<file path="src/rtl/sram_access_ctrl.sv">
// rtl/sram_access_ctrl.sv - two-port arbiter and strobe sequencer for the DMG static RAM macro
`timescale 1ns/1ps
module sram_access_ctrl #(
    parameter int ACC_CYCLES = 1,
    parameter bit FIXED_PRIO = 1'b0
) (
    input  logic       CLK,
    input  logic       n_RESET,
    input  logic       a_req,
    input  logic       a_we,
    input  logic [6:0] a_addr,
    input  logic [7:0] a_wdata,
    output logic       a_ack,
    output logic [7:0] a_rdata,
    input  logic       b_req,
    input  logic       b_we,
    input  logic [6:0] b_addr,
    input  logic [7:0] b_wdata,
    output logic       b_ack,
    output logic [7:0] b_rdata,
    output logic       n_pch,
    output logic       n_wl_pch,
    output logic       wl_ena,
    output logic [4:0] row_d,
    output logic [4:0] row_nd,
    output logic [3:0] col,
    output logic       oe,
    output logic       n_oe,
    output logic       wr,
    output logic [7:0] db_out,
    output logic       db_drv,
    input  logic [7:0] db_in,
    output logic       busy
);

    typedef enum logic [1:0] {IDLE, SETUP, ACC, DONE} state_t;

    localparam logic [1:0] ACC_LAST = 2'(ACC_CYCLES - 1);

    state_t     state;
    logic       lat_we;
    logic [6:0] lat_addr;
    logic       grant_b;
    // Set when A held the most recent grant; reset clear so A wins the first tie.
    logic       last_a;
    logic [1:0] acc_cnt;

    logic       pick_b;
    logic       win_we;
    logic [6:0] win_addr;
    logic [7:0] win_wdata;
    logic [3:0] col_onehot;

    // Choose the winner among current requesters and mux its request fields.
    always_comb begin
        pick_b = 1'b0;
        if (b_req && !a_req) begin
            pick_b = 1'b1;
        end else if (a_req && b_req) begin
            pick_b = FIXED_PRIO ? 1'b0 : last_a;
        end
        win_we     = pick_b ? b_we    : a_we;
        win_addr   = pick_b ? b_addr  : a_addr;
        win_wdata  = pick_b ? b_wdata : a_wdata;
        col_onehot = 4'b0001 << lat_addr[1:0];
    end

    assign n_oe = ~oe;
    assign busy = (state != IDLE);

    // Access sequencer: every array strobe is a flop loaded on the state transition.
    always_ff @(posedge CLK or negedge n_RESET) begin
        if (!n_RESET) begin
            state    <= IDLE;
            lat_we   <= 1'b0;
            lat_addr <= '0;
            grant_b  <= 1'b0;
            last_a   <= 1'b0;
            acc_cnt  <= '0;
            n_pch    <= 1'b0;
            n_wl_pch <= 1'b0;
            wl_ena   <= 1'b0;
            row_d    <= '0;
            row_nd   <= 5'h1F;
            col      <= '0;
            oe       <= 1'b0;
            wr       <= 1'b0;
            db_out   <= '0;
            db_drv   <= 1'b0;
            a_ack    <= 1'b0;
            b_ack    <= 1'b0;
            a_rdata  <= '0;
            b_rdata  <= '0;
        end else begin
            a_ack <= 1'b0;
            b_ack <= 1'b0;
            case (state)
                IDLE: begin
                    if (a_req || b_req) begin
                        grant_b  <= pick_b;
                        last_a   <= ~pick_b;
                        lat_we   <= win_we;
                        lat_addr <= win_addr;
                        row_d    <= win_addr[6:2];
                        row_nd   <= ~win_addr[6:2];
                        n_pch    <= 1'b1;
                        n_wl_pch <= 1'b1;
                        if (win_we) begin
                            db_out <= win_wdata;
                            db_drv <= 1'b1;
                        end
                        state <= SETUP;
                    end
                end
                SETUP: begin
                    wl_ena  <= 1'b1;
                    col     <= col_onehot;
                    oe      <= ~lat_we;
                    wr      <= lat_we;
                    db_drv  <= lat_we;
                    acc_cnt <= '0;
                    state   <= ACC;
                end
                ACC: begin
                    if (acc_cnt == ACC_LAST) begin
                        wl_ena <= 1'b0;
                        col    <= '0;
                        oe     <= 1'b0;
                        wr     <= 1'b0;
                        db_drv <= 1'b0;
                        if (!lat_we) begin
                            if (grant_b) begin
                                b_rdata <= db_in;
                            end else begin
                                a_rdata <= db_in;
                            end
                        end
                        if (grant_b) begin
                            b_ack <= 1'b1;
                        end else begin
                            a_ack <= 1'b1;
                        end
                        state <= DONE;
                    end else begin
                        acc_cnt <= acc_cnt + 2'd1;
                    end
                end
                DONE: begin
                    n_pch    <= 1'b0;
                    n_wl_pch <= 1'b0;
                    state    <= IDLE;
                end
                default: state <= IDLE;
            endcase
        end
    end

endmodule

</file>
<file path="config.mk">
export PLATFORM = sky130hd
export DESIGN_NAME = sram_access_ctrl
export DESIGN_NICKNAME = d
export VERILOG_FILES = /design/src/rtl/sram_access_ctrl.sv
export SDC_FILE = /design/constraint.sdc
export NUM_CORES = 1
export LEC_CHECK = 0
export CORE_MARGIN = 2
export CORE_UTILIZATION = 45
export DETAILED_ROUTE_END_ITERATION = 12
export GPL_TIMING_DRIVEN = 0
export PLACE_DENSITY = 0.82
export SLEW_MARGIN = 0
export SYNTH_ARGS = -nofsm -noshare
export SYNTH_HDL_FRONTEND = slang
export SYNTH_SLANG_ARGS = --single-unit
export TNS_END_PERCENT = 50
</file>
<file path="constraint.sdc">
create_clock -name CLK -period 3 [get_ports CLK]
set_clock_uncertainty 0.2 [all_clocks]
set_input_delay 0.45 -clock CLK [delete_from_list [all_inputs] [get_ports CLK]]
set_output_delay 0.45 -clock CLK [all_outputs]
set_load 0.005 [all_outputs]
</file>
==> results.md <==
- Leakage: 1.476 nW
- Clk Latency, worst-skew pair: 0.30 ns
- FMAX: 0.4070 GHz
- H-tree depth: 2
- I/O Buffers: 90
- Vias in the first global route: 1,887
- # IOs: 92
- Slew Viols, Final: 0
- Post CTS Setup Buffer Count: 0
- Status: completed
- Cell total after placement: 358
- ANT nets after route: 0
- Post-synth top flop: dfrtp_1
- Total Routed Length: 5160 um
- CP Data Required Time: 2.35 ns
- Final setup TNS: 0 ns
- Gate Count Post-Synth: 197
- Synth Register Bits: 54
- DP Worst Slack: 0.5895 ns
- Max transition margin: 60.87%
- Worst EP arrival: 1.81 ns
- WL per Instance: 14.06 um
- Placed Area: 0.003436 mm2
- Final period util: 81.91%
- RSZ-0062 raised after global routing: no
- GRT Util Overall: 18.20%
- WS Path Type: flip-flop to output port
- PnR worst setup slack: 0.5428 ns
- M1 WL: 2257 um
- Post-synth EDFFs: 0
- YS warnings: 0
- Post-cts gate resize count: 0
- Share of cells above drive strength 1: 21.21%
- Wire length on met2: 2498 um
- Min-Delay Path Class: flip-flop to flip-flop
- VDD IR-drop max: 0.0004966 V
- Die W: 77.52 um
- Final core occ: 68.80%
- Syn_nets: 246
- FP Rows: 26
- CP Capture Type: output port
- CTS tree: yes
- CTS buffer count: 5
- Drt initial violations: 82
- Mean Syn Cell Area: 12.35 um2
- Die H: 77.52 um
- Area grow syn2layout: 46.30%
- Cell Area, Synth: 0.002432 mm2
- Initial antenna violation count: 0
- CORE AREA: 0.005172 mm2
- Via density: 5.082
- Largest fanout on the critical path: 6
- Commonest non-fill, non-tap cell in the layout: clkdlybuf4s50_1
- Starting Density: 47.02%
- Worst slew pin tran: 0.5847 ns
- DRC viols: 0
- Power Density: 964.1 mW/mm2
- Period minus WS final: 2.457 ns
- Total gr overflow: 0
- First-pass GRT wire length: 8721 um
- Final hold violations: 0
- WL met3: 384 um
- # setup viols final: 0
- Final std cells w/o fill: 367
- Drt pass-1 iters: 4
- Largest net degree at the start of global routing: 39
- Max-cap violations: 0
- Most frequent cells in the layout: clkdlybuf4s50_1 (89), dfrtp_1 (49), mux2_2 (33)
- Fillers: 392
- CTS sink cnt: 54
- Final antenna diode count: 0
- Placer Congestion: 0.7483
- Max Used Layer: met4
- Root Driver: clkbuf_8
- Synth cell types: 37
- Final #Nets: 345
- CTS Buffer Depth: 2
- Final hold slack: 0.2995 ns
- Post-detail-place hpwl: 3929 um
- Die area: 0.006009 mm2
- Clock slew at the register clock pins of the worst setup and hold paths: 0.09 ns
- Final instance area: 0.003558 mm2
- Ys async rst share: 100.0%
- Design Power: 3.431 mW
- Sequential area share after synthesis: 55.81%
- Startpoint types: flip-flop
- Via count: 1,865
-- kinds of logic (layout without fill, tap and decap cells) --
logic type / count (synthesis) / in the layout / share of synthesized area (%)
simple gates: 53 / 53 / 11.11
compound gates: 33 / 33 / 10.70
buf+inv: 14 / 114 / 2.469
fa+ha+maj: 5 / 5 / 2.572
mux: 38 / 38 / 17.34
flops: 54 / 54 / 55.81
-- final timing paths --
check | start | end | slack, ns | cells after the start
max in group asynchronous | n_RESET | row_nd[4] | 1.61 | 3
setup / recovery | state[0] | busy | 0.54 | 4
setup reg to reg | state[0] | row_nd[3] | 0.84 | 6
hold / removal | acc_cnt[1] | acc_cnt[1] | 0.30 | 1
hold reg to reg | acc_cnt[1] | acc_cnt[1] | 0.30 | 1
min in group asynchronous | n_RESET | col[3] | 0.40 | 2
-- critical path, cell delays in order (launching register included) --
cell             delay, ns
dfrtp_1               0.40
inv_1                 0.08
ha_1                  0.29
inv_1                 0.17
clkdlybuf4s50_1       0.56
-- layer usage --
layer | vias to the layer above | global-route usage, %
met2 | 73 | 29.48
met3 | 2 | 5.930
li1 | 896 | -
met5 | - | 0
met1 | 894 | 23.87
met4 | 0 | 4.286
-- report_power, final --
part	switching, mW	internal, mW
Combinational	0.595	1.03
Clock	0.237	0.250
Sequential	0.220	1.10
-- repair_timing --
| item | CTS | global route |
|---|---|---|
| endpoints found under the hold margin | 12 | 0 |
| hold buffers | 1 | 0 |
| endpoints found under the setup margin | 0 | 0 |
-- final cells by class --
class	instances	area, um2	area share, %
buffer	6	30.03	0.8439
clock buffer	5	68.82	1.934
clock inverter	3	43.79	1.231
multi-input combinational	129	1015	28.52
tap	70	87.58	2.461
inverter	8	30.03	0.8439
sequential	54	1358	38.15
timing repair buffer	92	925.9	26.02
-- cells in the mapped netlist, types with 4 or more instances --
master	count	area, um2
nor2_1	13	48.80
and2_1	4	25.02
nand2b_1	4	25.02
nand2_1	19	71.32
a221o_1	4	40.04
dfstp_2	5	131.4
mux2_2	33	371.6
mux2i_1	5	50.05
nor2b_1	4	25.02
inv_1	8	30.03
o21ai_0	8	40.04
dfrtp_1	49	1226
ha_1	5	62.56
-- sequential cells by signal, indices dropped and copies added, names as in the netlist --
signal and cells:
acc_cnt 2, oe 1, row_d 5, grant_b 1
a_rdata 8, col 4, b_rdata 8, row_nd 5
b_ack 1, n_wl_pch 1, db_out 8, lat_we 1
lat_addr 2, last_a 1, wr 1, a_ack 1
wl_ena 1, db_drv 1, state 2
No activity file was read; power rests on OpenSTA's default activity.
